--- config.mk ---
export PLATFORM = sky130hd
export DESIGN_NAME = instr_fetch
export DESIGN_NICKNAME = d
export VERILOG_FILES = /design/src/rtl/toothless_pkg.sv /design/src/rtl/fetch_fifo.sv /design/src/rtl/instr_fetch.sv
export SDC_FILE = /design/constraint.sdc
export NUM_CORES = 1
export LEC_CHECK = 0
export CORE_MARGIN = 1.5
export CORE_UTILIZATION = 49
export CTS_CLUSTER_SIZE = 20
export DETAILED_ROUTE_END_ITERATION = 12
export PLACE_DENSITY = 0.81
export RECOVER_POWER = 50
export REMOVE_ABC_BUFFERS = 1
export SYNTH_ARGS = -nofsm -noshare
export SYNTH_HDL_FRONTEND = slang
export SYNTH_SLANG_ARGS = --single-unit
--- constraint.sdc ---
create_clock -name clk -period 10.2 [get_ports clk]
set_input_delay 3.06 -clock clk [delete_from_list [all_inputs] [get_ports clk]]
set_output_delay 3.06 -clock clk [all_outputs]
set_load 0.02 [all_outputs]
--- src/rtl/toothless_pkg.sv ---
// Shared types for the toothless core front end: fetch FSM states, the NOP encoding
// and the payload carried from fetch to decode.
package toothless_pkg;

  localparam int unsigned XLEN = 32;
  localparam logic [XLEN-1:0] INSTR_NOP = 32'h0000_0013;

  typedef enum logic [2:0] {
    FETCH_IDLE,
    FETCH_REQ,
    FETCH_WAIT,
    FETCH_DRAIN,
    FETCH_HALT
  } fetch_state_e;

  typedef struct packed {
    logic [XLEN-1:0] instr;
    logic [XLEN-1:0] pc;
    logic            fault;
  } fetch_entry_t;

endpackage

--- src/rtl/fetch_fifo.sv ---
// Small registered FIFO of fetched instructions with a synchronous clear used on flush.
// Depth need not be a power of two.
module fetch_fifo
  import toothless_pkg::*;
#(
  parameter int unsigned DEPTH = 2,
  parameter int unsigned CntW  = $clog2(DEPTH + 1)
) (
  input  logic            clk,
  input  logic            rst_n,
  input  logic            clear_i,
  input  logic            push_i,
  input  fetch_entry_t    data_i,
  input  logic            pop_i,
  output fetch_entry_t    data_o,
  output logic            valid_o,
  output logic [CntW-1:0] count_o
);

  localparam int unsigned PtrW = (DEPTH > 1) ? $clog2(DEPTH) : 1;

  fetch_entry_t    mem_q [DEPTH];
  logic [PtrW-1:0] wptr_q, wptr_d, rptr_q, rptr_d;
  logic [CntW-1:0] count_q, count_d;
  logic            do_pop;

  function automatic logic [PtrW-1:0] ptr_inc(input logic [PtrW-1:0] p);
    return (p == PtrW'(DEPTH - 1)) ? '0 : p + PtrW'(1);
  endfunction

  assign valid_o = (count_q != '0);
  assign do_pop  = pop_i & valid_o;
  assign data_o  = mem_q[rptr_q];
  assign count_o = count_q;

  always_comb begin
    wptr_d  = wptr_q;
    rptr_d  = rptr_q;
    count_d = count_q;
    if (clear_i) begin
      wptr_d  = '0;
      rptr_d  = '0;
      count_d = '0;
    end else begin
      if (push_i) wptr_d = ptr_inc(wptr_q);
      if (do_pop) rptr_d = ptr_inc(rptr_q);
      count_d = count_q + CntW'(push_i) - CntW'(do_pop);
    end
  end

  always_ff @(posedge clk or negedge rst_n) begin
    if (!rst_n) begin
      wptr_q  <= '0;
      rptr_q  <= '0;
      count_q <= '0;
    end else begin
      wptr_q  <= wptr_d;
      rptr_q  <= rptr_d;
      count_q <= count_d;
    end
  end

  always_ff @(posedge clk) begin
    if (push_i && !clear_i) mem_q[wptr_q] <= data_i;
  end

  // The fetch FSM only requests when space is guaranteed.
  assert property (@(posedge clk) disable iff (!rst_n) count_q <= CntW'(DEPTH));

endmodule

--- src/rtl/instr_fetch.sv ---
// Instruction fetch stage: OBI-style request/response to instruction memory, buffering of
// returned words with their PC, and flush handling for control transfers.
module instr_fetch
  import toothless_pkg::*;
#(
  parameter int unsigned ADDR_WIDTH  = 32,
  parameter int unsigned INSTR_WIDTH = 32,
  parameter int unsigned FIFO_DEPTH  = 2
) (
  input  logic                   clk,
  input  logic                   rst_n,
  input  logic [ADDR_WIDTH-1:0]  pc_i,
  output logic                   pc_advance_o,
  input  logic                   flush_i,
  output logic                   instr_req_o,
  output logic [ADDR_WIDTH-1:0]  instr_addr_o,
  input  logic                   instr_gnt_i,
  input  logic                   instr_rvalid_i,
  input  logic [INSTR_WIDTH-1:0] instr_rdata_i,
  input  logic                   instr_err_i,
  output logic                   instr_valid_o,
  input  logic                   instr_ready_i,
  output logic [INSTR_WIDTH-1:0] instr_o,
  output logic [ADDR_WIDTH-1:0]  instr_pc_o,
  output logic                   instr_fault_o
);

  localparam int unsigned CntW = $clog2(FIFO_DEPTH + 1);
  localparam logic [CntW-1:0] DepthC = CntW'(FIFO_DEPTH);

  fetch_state_e          state_q, state_d;
  logic [ADDR_WIDTH-1:0] addr_q, addr_d, pc_aligned;
  logic                  stale_q, stale_d;

  fetch_entry_t    fifo_in, fifo_head;
  logic            fifo_valid, fifo_push, fifo_pop;
  logic [CntW-1:0] fifo_count;
  logic            space_after_push;

  assign pc_aligned = pc_i & ~ADDR_WIDTH'(3);
  assign fifo_push  = (state_q == FETCH_WAIT) & instr_rvalid_i & ~flush_i;
  assign fifo_pop   = fifo_valid & instr_ready_i & ~flush_i;

  // Occupancy after this cycle's push, accounting for a same-cycle pop.
  assign space_after_push = fifo_pop ? (fifo_count < DepthC)
                                     : (fifo_count < DepthC - CntW'(1));

  always_comb begin
    fifo_in       = '0;
    fifo_in.instr = XLEN'(instr_rdata_i);
    fifo_in.pc    = XLEN'(addr_q);
    fifo_in.fault = instr_err_i;
  end

  fetch_fifo #(
    .DEPTH (FIFO_DEPTH),
    .CntW  (CntW)
  ) u_fifo (
    .clk     (clk),
    .rst_n   (rst_n),
    .clear_i (flush_i),
    .push_i  (fifo_push),
    .data_i  (fifo_in),
    .pop_i   (fifo_pop),
    .data_o  (fifo_head),
    .valid_o (fifo_valid),
    .count_o (fifo_count)
  );

  always_ff @(posedge clk or negedge rst_n) begin
    if (!rst_n) begin
      state_q <= FETCH_IDLE;
      addr_q  <= '0;
      stale_q <= 1'b0;
    end else begin
      state_q <= state_d;
      addr_q  <= addr_d;
      stale_q <= stale_d;
    end
  end

  always_comb begin
    state_d = state_q;
    addr_d  = addr_q;
    stale_d = stale_q;
    case (state_q)
      FETCH_IDLE: begin
        if (!flush_i && (fifo_count < DepthC)) begin
          state_d = FETCH_REQ;
          addr_d  = pc_aligned;
        end
      end
      FETCH_REQ: begin
        // A flushed request must still complete its handshake; its response is drained.
        if (instr_gnt_i) begin
          state_d = (stale_q || flush_i) ? FETCH_DRAIN : FETCH_WAIT;
          stale_d = 1'b0;
        end else if (flush_i) begin
          stale_d = 1'b1;
        end
      end
      FETCH_WAIT: begin
        if (flush_i) begin
          state_d = instr_rvalid_i ? FETCH_IDLE : FETCH_DRAIN;
        end else if (instr_rvalid_i) begin
          if (instr_err_i) begin
            state_d = FETCH_HALT;
          end else if (space_after_push) begin
            state_d = FETCH_REQ;
            addr_d  = pc_aligned;
          end else begin
            state_d = FETCH_IDLE;
          end
        end
      end
      FETCH_DRAIN: begin
        if (instr_rvalid_i) state_d = FETCH_IDLE;
      end
      FETCH_HALT: begin
        if (flush_i) state_d = FETCH_IDLE;
      end
      default: state_d = FETCH_IDLE;
    endcase
  end

  always_comb begin
    instr_req_o   = (state_q == FETCH_REQ);
    instr_addr_o  = addr_q;
    pc_advance_o  = instr_req_o & instr_gnt_i & ~flush_i & ~stale_q;
    instr_valid_o = fifo_valid;
    instr_o       = fifo_valid ? INSTR_WIDTH'(fifo_head.instr) : INSTR_WIDTH'(INSTR_NOP);
    instr_pc_o    = fifo_valid ? ADDR_WIDTH'(fifo_head.pc) : '0;
    instr_fault_o = fifo_valid & fifo_head.fault;
  end

endmodule

### Yosys cells after proc, flatten, opt, wreduce, memory -nomap -nowiden

Memories as Yosys holds them, arrays and structs flattened.
Cells that the tools add are included.

* add/sub/neg operators: 4
* reduce and logical (&&, ||, !) cells: 13
* equality and inequality tests: 13
* bitwise operators: 11
* magnitude comparators: 2
* muxes and demuxes: 31

Operator list (number)
* 32-bit two-way mux: 7
* 32-bit one-hot mux with 2 select lines: 1
* 3-bit two-way mux: 7
* 3-bit one-hot mux with 5 select lines: 1
* 2-bit != test, second input constant: 7
* 1-bit two-way mux: 13
* 2-bit nonzero test: 5
* 1-bit AND: 9
* 3-bit by 2-bit == test with 1-bit output, second input constant: 2
* 6-bit AND reduction: 1
* 5-bit AND reduction: 1
* 2-bit two-way mux: 2
* 3-bit by 1-bit == test with 1-bit output, second input constant: 1
* 3-bit == test, second input constant: 1
* 3-bit zero test: 1
* 3-bit != test, second input constant: 1
* 1-bit adder, second input constant: 2
* 2-bit by 1-bit adder with 2-bit output: 1
* 1-bit logical AND: 2
* 2-bit by 1-bit less-than comparator with 1-bit output, second input constant: 1
* 2-bit less-than comparator, second input constant: 1
* 2-bit by 1-bit != test with 1-bit output, second input constant: 1
* 1-bit inverter: 2
* 2-bit AND reduction: 1
* 3 further kinds: 3

* memories kept: 1
* bits in registers: 40
* output and inout bits: 100
* memory bits (writable): 130
* input port bits: 71

Memory list
* u_fifo.mem_q: depth 2, bits a word 65, read ports 1, clocked after Yosys merged registers in 0, write ports 1, line fetch_fifo.sv:22 `fetch_entry_t mem_q [DEPTH];`

### Logic depth before layout (Yosys ltp)

* depth in word-level cells: 9
* depth in mapped cells: 10
* depth with buffers taken out: 10

### Cells and area by module

Synthesis repeated with hierarchy kept, for this count alone.

* cells, all modules: 398
* area, all modules: 6952.9 um^2

Modules (own cells, without submodules)
* fetch_fifo: cells each 222, instances 1, area an instance 4921.0 um^2
* instr_fetch: cells each 176, instances 1, area an instance 2031.9 um^2

### Worst setup path after synthesis

OpenSTA, ideal clock, no wires.

* kind: in2reg
* start: input flush_i
* end: memory u_fifo.mem_q[0][0] (netlist bit) (enable)
* arrival: 9338 ps
* data required time: 9560 ps
* setup slack: 223 ps
* cell stages on the path: 2
* library setup time: 640 ps
* path buffers: 1
* cells stage by stage: clkbuf_1 -> nor4_1

* word-level cells in the longest chain between the ends: 5
* elaborated cells between the ends (all ways): 6
* those cells by class: mux (2); bitwise (2); reduce/logical (2)

RTL lines
* from (decl): line instr_fetch.sv:14 `input logic flush_i,`
* 1-bit inverter: line instr_fetch.sv:41 `assign fifo_push = (state_q == FETCH_WAIT) & instr_rvalid_i & ~flush_i;`
* 1-bit AND: line instr_fetch.sv:41
* 1-bit logical AND *: line fetch_fifo.sv:64 `if (push_i && !clear_i) mem_q[wptr_q] <= data_i;`
* 1-bit two-way mux *: line fetch_fifo.sv:64
* 1-bit two-way mux (not written as such) *: line fetch_fifo.sv:64
* to (decl): line fetch_fifo.sv:22

Mark *: on every way between the ends. The rest lies on a longest branch, timed or not.

### Final worst setup path

* start: input flush_i
* end: output pc_advance_o

* word-level cells in the longest chain between the ends: 3

RTL lines
* 1-bit inverter: line instr_fetch.sv:129 `pc_advance_o = instr_req_o & instr_gnt_i & ~flush_i & ~stale_q;`
* 1-bit AND (2 in series): line instr_fetch.sv:129
* to (decl): line instr_fetch.sv:13 `output logic pc_advance_o,`

Every way passes these cells.

==> impl.org <==
** Floorplan
- The floorplan has 41 rows.
- Die X :: 118 um
- DIE HEIGHT :: 118 um
- The total area inside the core boundary comes to 0.0128 mm2.
- Number of top-level design ports :: 171
- The die covers 0.0140 mm2.
- The initial utilization of the core area, before any placement, comes to 50.8%.

** Job
- Max Cap Viol :: 2

** Detailed routing
- Residual antenna-violating net count after detailed routing :: 0
- Total wire length :: 13000 um
- WL per Instance :: 17.4 um
- Number of remaining DRC errors :: 0
- For this block, the via count after detailed routing is 3813.
- The first TritonRoute pass finished after 5 iterations.
- In the routed layout, each cell is associated on average with a via count of 5.10.
- Detailed Route Iter0 Violations :: 247

** CTS
- Inserted Clock Buffers :: 17
- CTS HTree Levels :: 4
- For this design, the sink count on the clock tree is 164.
- Clock tree root buffer cell :: sky130_fd_sc_hd__clkbuf_16
- TritonCTS built the clock tree.
- Number of buffers between clock root and the deepest sink :: 2
- Clock slew at the register clock pins of the worst setup and hold paths :: 0.06 ns
- Gates resized during post-CTS repair numbered 0.
- CTS Hold Bufs :: 0
- Setup bufs post-CTS :: 0
- Insertion delay to the later sink of the worst-skew pair :: 0.42 ns

** STA
- Dividing the final minimum period by the clock period gives 76.5%.
- Derived from the worst setup path, the maximum achievable clock frequency is 0.128 GHz.
- Setup violations remaining at the end of the flow were counted as 0.
- Slew HR :: -49.6%
- Final worst-path setup slack :: 2.40 ns
- Final setup skew :: 0.00744 ns
- Hold is met by 0.495 ns.
- Unrepaired setup endpoints after global routing :: false
- Setup total negative slack on the finished layout was measured at 0 ns.
- The count of final hold-check violations came to 0.
- Max-slew violations :: 68
- Slew @ Worst Pin :: 2.24 ns
- Post-route minimum period :: 7.80 ns

** Final layout
- Final standard cell area without fillers :: 0.00886 mm2
- Fin nets :: 635
- Excluding fillers, the count of instances in the completed layout stands at 747.
- At the end of the flow the core is filled with cells to 69.3%.
- Of the cells placed in the final design, the portion with a size suffix greater than 1 is 12.2%.
- Area added between synthesis and finish :: 36.4%
- The repair_antennas step left the layout with diodes totalling 0.

** Placement
- Number of buffers added on ports :: 164
- Post-placement worst setup slack :: 2.45 ns
- Including well taps, the total number of placed cells is 715.
- Routability-driven placement finished with a final weighted congestion of 0.817.
- The wire-length estimate of the detail-placed layout is 8270 um.
- Post-placement cell area :: 0.00828 mm2

** Critical path
- Startpoint kind of the worst setup timing path :: primary input
- Worst setup path start :: flush_i
- Of all nets on the critical path, the largest fanout is 13.
- Critical path data required time :: 7.14 ns
- At the worst endpoint, the arrival time is 4.74 ns.
- Slack of the worst reg-to-reg path :: 7.26 ns
- Critical R2R Launch :: state_q[1]
- In this run the critical register-to-register path is captured at u_fifo.mem_q[0][9].
- Timing endpoint of the critical path :: pc_advance_o
- The critical path is of the primary input to output pin type.
- Reg2reg path depth :: 4
- Worst Setup End Kind :: output pin

** Global route
- Antenna violations before repair :: 0
- Across every metal layer, demand over resource in global routing totals 19.5%.
- Largest net degree at the start of global routing :: 65
- Remaining Overflow, GRT :: 0
- First-pass GRT wire length :: 20400 um
- Number of global-route vias before repair :: 3822

** Yosys
- Yosys warnings :: 0
- Synthesized instance count :: 394
- Count of distinct cell types in the synthesized netlist :: 35
- Counting flops with an async set or reset pin after synthesis yields a share of 23.2%.
- Most instantiated flip-flop cell in the synthesis netlist :: sky130_fd_sc_hd__edfxtp_1
- Post-synth EDFFs :: 126
- Register bit count reported by yosys :: 164
- Dividing the synthesized area by the synthesized cell count gives 16.5 um2.
- Mapped cell area :: 0.00649 mm2
- Summing the sequential cell areas from Yosys gives 72.9% of the chip area.

** Pwr
- Total leakage power :: 3.16 nW
- The design draws 2.22 mW.
- Peak VDD IR :: 0.000178 V
- PwrDens :: 251 mW/mm2

** Run status
- The run finished, with violations left.
- The checks that failed: max-capacitance violations, max-slew violations.

** Min path
- Class of the worst hold path :: flop to flop
## layout by cell type (no fill, tap or decap), drive strengths merged
cell,count
mux2,30
mux2i,63
nand2b,2
a311oi,1
and3,1
inv,4
a21oi,5
bufinv,3
dfrtp,38
ha,2
and2,1
nand3b,2
buf,4
nor4,1
o32ai,1
clkinv,9
a211o,1
a31oi,1
nand2,7
xor2,2
clkbuf,20
o31ai,1
xnor2,1
clkdlybuf4s50,110
dlygate4sd3,53
nor2,69
edfxtp,126
nor2b,4
nor3,3
conb,4
o21ai,2
o31a,1
clkinvlp,2
or3,1
## where the power goes
part | internal [mW] | switching (mW)
logic | 0.331 | 0.302
registers | 0.854 | 0.104
clock network | 0.383 | 0.248
total | 1.57 | 0.654
## cell families (layout without fill, tap and decap cells)
kind of cell	Yosys count	count (layout)	synth area share, %
AO/OA/AOI/OAI	13	13	1.37
flip-flops	164	164	72.9
AND/OR/NAND/NOR	91	91	5.95
other	1	4	0.0577
multiplexers	93	93	16.6
buffers and inverters	27	205	2.29
adder cells (fa/ha/maj)	2	2	0.385
XOR/XNOR	3	3	0.405
## sequential cells by signal, indices dropped and copies added, names as in the netlist
name            cells
u_fifo.mem_q      126
instr_addr_o       30
state_q             3
u_fifo.count_o      2
stale_q             1
u_fifo.rptr_q       1
u_fifo.wptr_q       1
## layout make-up
cell class | count | area (um2)
sequential | 164 | 4740
fill | 840 | 3920
timing repair buffer | 169 | 1670
multi-input combinational | 206 | 1630
clock buffer | 18 | 429
tap | 172 | 215
clock inverter | 14 | 163
inverter | 4 | 15.0
## how the worst min path moves through the flow
stage | from | to | cells past startpoint
floorplan | state_q[2] | state_q[1] | 1
global placement | instr_addr_o[10] | u_fifo.mem_q[1][11] | 0
detailed placement | instr_addr_o[10] | u_fifo.mem_q[0][11] | 0
CTS | instr_addr_o[10] | u_fifo.mem_q[1][11] | 0
global route | instr_addr_o[9] | u_fifo.mem_q[0][10] | 0
finish | instr_addr_o[10] | u_fifo.mem_q[1][11] | 0
## Yosys cell counts, types with 3 or more instances
| library cell | instances | share of area, % |
|---|---|---|
| sky130_fd_sc_hd__clkbuf_1 | 8 | 0.46 |
| sky130_fd_sc_hd__mux2i_1 | 63 | 9.7 |
| sky130_fd_sc_hd__buf_2 | 8 | 0.62 |
| sky130_fd_sc_hd__nor2b_1 | 4 | 0.39 |
| sky130_fd_sc_hd__nand2_1 | 7 | 0.40 |
| sky130_fd_sc_hd__a21oi_1 | 5 | 0.39 |
| sky130_fd_sc_hd__buf_4 | 4 | 0.46 |
| sky130_fd_sc_hd__buf_6 | 3 | 0.52 |
| sky130_fd_sc_hd__nor2_1 | 69 | 4.0 |
| sky130_fd_sc_hd__edfxtp_1 | 126 | 58 |
| sky130_fd_sc_hd__mux2_4 | 30 | 6.9 |
| sky130_fd_sc_hd__dfrtp_1 | 38 | 15 |
## worst max-delay path, stage by stage
cell	delay [ns]
sky130_fd_sc_hd__dlygate4sd3_1	0.72
sky130_fd_sc_hd__nor2_1	0.19
sky130_fd_sc_hd__and3_1	0.17
sky130_fd_sc_hd__clkdlybuf4s50_1	0.60
## layer usage
| metal | up-vias | global-route usage [%] | share of wire (%) |
|---|---|---|---|
| li1 | 1770 | - | - |
| met1 | 1854 | 25.2 | 43 |
| met2 | 167 | 30.5 | 49 |
| met3 | 22 | 6.18 | 7.1 |
| met4 | 0 | 8.08 | 1.6 |
| met5 | - | 0 | 0 |
Power figures use the tool's default switching activity.
==> RTL edit 1: new RTL, same flow settings <==
The 5 states of `fetch_state_e` get a Gray code encoding in 3 bits.
--- a/src/rtl/toothless_pkg.sv
+++ b/src/rtl/toothless_pkg.sv
@@ -8,7 +8,7 @@
   typedef enum logic [2:0] {
-    FETCH_IDLE,
-    FETCH_REQ,
-    FETCH_WAIT,
-    FETCH_DRAIN,
-    FETCH_HALT
+    FETCH_IDLE  = 3'b000,
+    FETCH_REQ   = 3'b001,
+    FETCH_WAIT  = 3'b011,
+    FETCH_DRAIN = 3'b010,
+    FETCH_HALT  = 3'b110
   } fetch_state_e;
Formal check against the unedited RTL: same outputs for any inputs over 4 cycles, from zero or initial values and one cycle with rst_n low; so few cycles prove little.
==> RTL edit 1 against the original RTL <==
The flow still finishes with violations (capacitance limit, slew limit). Largest power group unchanged. Critical path type unchanged. Power rose by 0.70%. Synthesized cell count rose by 0.51%. Area after synthesis rose by 0.50%. Sequential cell count did not move. Worst setup slack improved by 95 ps. Cell area rose by 0.71%. Critical path depth fell by 1. Highest routed layer unchanged. Fmax rose by 1.2%. Routed wire length fell by 3.7%.
==> RTL edit 1: results (changes against the original RTL) <==
The logs give 19.1% (-0.40 points) for the total global routing track utilization and 32 (-8.6%) for the number of library cell types mapped by synthesis. For the number of multi-input logic gates, the log shows 209 (+1.5%). The inverter count of the layout excluding clock inverters was 5 (+1); the starting DRC count in detailed routing was 321 (+30%). The logs give 6.04 mm (-4.4%) for the detailed route wirelength on metal2 and 7.93 mm (-4.1%) for the post-DP HPWL. The tools report the number of global-route vias before repair as 3845 (+0.60%). The max-cap check violation count is 2 (unchanged).

The count of antenna diodes in the layout is 0 (unchanged). The path with the worst hold slack has its endpoint at u_fifo.mem_q[0][31]. In this run the most critical hold path is launched from instr_addr_o[30]. The met2 global-route usage was 30.6% (+0.11 points).

The critical register-to-register path startpoint is state_q[0]. The run gives 396 (+0.51%) as the cell count after synthesis. Arrival time of the worst setup path: 4640 ps (-100 ps). The per-cell via count in the routed design works out to 4.98 (-2.4%). The flow ran to the end, but the final reports show violations.

The sequential fraction of design power is 41.9% (-1.2 points). The fraction of area in clock buffers and inverters came out at 7.13% (+0.44 points). The run gives 3.20 nW (+1.2%) as the leakage power. The tools report the count of nets after finishing as 639 (+0.63%).

For the part of the power in the clock network, the log shows 30.5% (+2.1 points). The detailed-routed wire length on met3 is 821 µm (-11%), and the max-slew headroom at the worst pin is -134% (-85 points). The commonest cells after synthesis are sky130_fd_sc_hd__edfxtp_1 (126), sky130_fd_sc_hd__nor2_1 (71), sky130_fd_sc_hd__mux2i_1 (64).

The pin count of the biggest net entering global routing is 64 (-1.5%), and the number of clock buffer instances in the layout is 19 (+1). The share of post-route cells with drive strength above 1 was 11.4% (-0.77 points). The fraction of the mapped netlist area in compound gates is 1.76% (+0.40 points), and the count of pins over their slew limit is 103 (+51%). Sorting the synthesized cells by area gives the leading types as sky130_fd_sc_hd__edfxtp_1 (58%), sky130_fd_sc_hd__dfrtp_1 (15%), sky130_fd_sc_hd__mux2i_1 (9.8%). The final reports fail on capacitance limit, slew limit. The share of final layout cell area taken by non-clock buffers was 18.7% (-0.13 points). The xor-xnor portion of the synthesized cell area is 0.537% (+0.13 points), and the global-route met1 utilization is 24.0% (-1.2 points). The multi-input logic area was 0.00164 mm² (+0.92%); the sum of routed wire segments on met1 was 5.36 mm (-3.6%).

The logs give 0.787 (-3.6%) for the placer congestion estimate and 0.194 mV (+9.3%) for the peak supply drop. The run gives 72.5% (-0.36 points) as the share of synthesized area occupied by flip-flops and latches. For the total iterations of the first detailed-routing run, the log shows 5 (unchanged). The global-route met3 utilization was 5.50% (-0.68 points); the area share of fa/ha/maj cells after synthesis was 0.383% (-0.0019 points). The worst clock skew was 6.30 ps (-1.14 ps). For the final instance count without filler cells, the log shows 751 (+0.54%). Highest-delay cell along the critical path: sky130_fd_sc_hd__dlygate4sd3_1.
[RTL edit 1: through the flow]
stage / total power, W / utilization (%) / cell area [µm²] / hold slack (ps)
final: 0.00224 / 69.5 / 8920 / 497
after global routing: 0.00233 / 69.5 / 8920 / 515
after CTS: 0.00229 / 69.9 / 8970 / 505
after detailed placement: 0.00161 / 65.0 / 8330 / 488
after global placement: 0.00159 / 65.0 / 8330 / 477
after floorplan: 0.00132 / - / 6410 / 508
[RTL edit 1: how the worst max path moves through the flow]
| stage | endpoint | slack [ps] | cells past startpoint |
|---|---|---|---|
| floorplan | u_fifo.mem_q[0][0] | 2070 | 2 |
| global placement | pc_advance_o | 2580 | 3 |
| detailed placement | pc_advance_o | 2560 | 3 |
| CTS | pc_advance_o | 2550 | 3 |
| global route | pc_advance_o | 2460 | 3 |
| finish | pc_advance_o | 2500 | 3 |
==> RTL edit 2: new RTL, same settings <==
Without the edit above. Set the parameter `INSTR_WIDTH` to 24 (it was 32).
--- a/src/rtl/instr_fetch.sv
+++ b/src/rtl/instr_fetch.sv
@@ -6,3 +6,3 @@
   parameter int unsigned ADDR_WIDTH  = 32,
-  parameter int unsigned INSTR_WIDTH = 32,
+  parameter int unsigned INSTR_WIDTH = 24,
   parameter int unsigned FIFO_DEPTH  = 2
Ports: changed (resized instr_o and instr_rdata_i); port bits go from 171 to 155. The function was not compared with the original's and may differ.
==> RTL edit 2 against the original RTL <==
The flow still finishes with violations (capacitance limit, slew limit). Non-clock buffer count fell by 16. Sequential cell count fell by 16. Area after synthesis fell by 9.2%. Cell area fell by 8.8%. Critical endpoint unchanged. Sequential power fell by 8.0%. Routed wire length fell by 11%. Power fell by 5.5%. Worst setup slack got worse by 4.2 ps. Critical path depth did not move.
==> RTL edit 2: results (changes against the original RTL) <==
The run finished, with violations left. The final reports fail on capacitance limit, slew limit. The post-DP HPWL is 7.47 mm (-9.6%), and the max-cap check violation count is 1 (-1).

The cell at the root of the clock tree is sky130_fd_sc_hd__clkbuf_16. The number of global-route vias before repair is 3620 (-5.3%). The power density over the cells works out to 260 mW/mm² (+3.6%).

The xor-xnor portion of the synthesized cell area is 0.446% (+0.041 points). Total CTS buffers: 17 (unchanged). The worst hold path belongs to the class reg -> reg. At the later pin of the worst-skew pair, clock insertion delay measures 410 ps. For the register-to-register path setup slack, the log shows 7570 ps (+310 ps). In this run the most critical hold path is launched from instr_addr_o[7].

The worst clock skew is 10.6 ps (+3.20 ps), and the area share of fa/ha/maj cells after synthesis is 0.424% (+0.039 points). For the total of fill cells in the finished design, the log shows 780 (-7.1%). The number of flip-flops in the largest register is 110 (-13%), and the count of nets after finishing is 579 (-8.8%).

Register with the most flip-flops: u_fifo.mem_q. For the starting DRC count in detailed routing, the log shows 171 (-31%). The worst register-to-register path begins at state_q[1]. In the post-synthesis netlist, the biggest area contributors are sky130_fd_sc_hd__edfxtp_1 (56%), sky130_fd_sc_hd__dfrtp_1 (16%), sky130_fd_sc_hd__mux2i_1 (9.3%).

Proportion of synthesized area in mux cells: 17.0% (+0.33 points). The number of antenna violations at the first check in global routing was 1 (+1); the share of post-route cells with drive strength above 1 was 13.3% (+1.1 points). The pin slew with the least headroom to its limit was 2190 ps (-55.7 ps); the number of cells on the worst hold path was 0 (unchanged). For hold timing, the worst endpoint is u_fifo.mem_q[1][8]. The total iterations of the first detailed-routing run was 5 (unchanged); the peak supply drop was 0.160 mV (-10%).

The placer congestion estimate was 0.689 (-16%); the number of cells upsized or downsized after cts was 0 (unchanged). The tools report the yosys synthesis warning count as 0 (unchanged). The count of pins over their slew limit was 39 (-43%). The clock transition at the registers of the reported paths was 60 ps (about the same); the total global routing track utilization was 19.2% (-0.25 points). Post-place setup slack: 2440 ps (-13.7 ps). In this run the critical register-to-register path is captured at u_fifo.mem_q[0][3]. Post-synthesis async set-or-reset flop share: 25.7% (+2.5 points). The tools report the first-pass GRT wire length as 18.5 mm (-9.5%). The run gives 0.000601 W (-5.1%) as the power in combinational cells. The number of library cell types mapped by synthesis was 35 (unchanged); the fraction of the mapped netlist area in compound gates was 1.51% (+0.14 points). The routed length per instance works out to 17.2 µm (-1.3%). The commonest cells after synthesis are sky130_fd_sc_hd__edfxtp_1 (110), sky130_fd_sc_hd__nor2_1 (61), sky130_fd_sc_hd__mux2i_1 (55). The leakage power is 2.92 nW (-7.6%).

Number of cells traversed by the worst register-to-register path: 4 (unchanged). For the sequential fraction of design power, the log shows 41.9% (-1.2 points). The stage delay of the slowest cell on the critical path was 830 ps (+110 ps). The net switching fraction of the power is 29.3% (-0.16 points).

The logs give 0 (unchanged) for the post-CTS setup buffer count and 72.2% (-0.74 points) for the share of synthesized area occupied by flip-flops and latches. The number of enable-type register cells in the synthesized netlist was 110 (-13%). The number of port buffers was 148 (-9.8%). The per-cell via count in the routed design was 5.14 (+0.64%); the pin count of the biggest net entering global routing was 57 (-12%).
[RTL edit 2: cell types whose count changed after synthesis, sizes merged]
cell | unedited run | this run
edfxtp | 126 | 110
clkbuf | 8 | 7
mux2i | 63 | 55
nor2 | 69 | 61
buf | 15 | 14
[RTL edit 2: stage by stage]
step           utilization, %  cells  hold WS [ps]  instance area [µm²]
2_1_floorplan               -    342           458                 5780
3_3_place_gp             64.8    638           484                 7490
3_5_place_dp             64.8    638           488                 7490
4_1_cts                  69.9    670           500                 8090
5_1_grt                  69.8    671           507                 8080
6_report                 69.8    671           498                 8080
[RTL edit 2: cells by family after synthesis]
logic type	Yosys count
flops	148
mux	85
simple gates	83
buf+inv	25
compound gates	13
xor+xnor	3
fa+ha+maj	2
other cells	1
[RTL edit 2: worst max-delay path by stage]
stage / from / depth (start not counted) / slack, ps / end
final: flush_i / 4 / 2400 / pc_advance_o
after global routing: flush_i / 4 / 2320 / pc_advance_o
after CTS: flush_i / 4 / 2420 / pc_advance_o
after detailed placement: flush_i / 4 / 2440 / pc_advance_o
after global placement: flush_i / 4 / 2460 / pc_advance_o
after floorplan: flush_i / 1 / 1110 / u_fifo.mem_q[0][0]
[RTL edit 2: cell type report]
class                   instances  area share [%]
flip-flops and latches        148            52.7
diodes                          1          0.0310
inverters                       4           0.186
well taps                     143            2.21
repair buffers                153            18.7
clock buffers                  21            5.45
clock inverters                11            1.89
multi-input cells             190            18.8
[RTL edit 2: routing by layer]
layer / vias to the layer above / track usage [%] / share of wire, %
met5: - / 0 / 0
met4: 0 / 7.09 / 0.87
met3: 8 / 4.98 / 5.7
met2: 133 / 33.0 / 52
met1: 1687 / 23.6 / 41
li1: 1619 / - / -
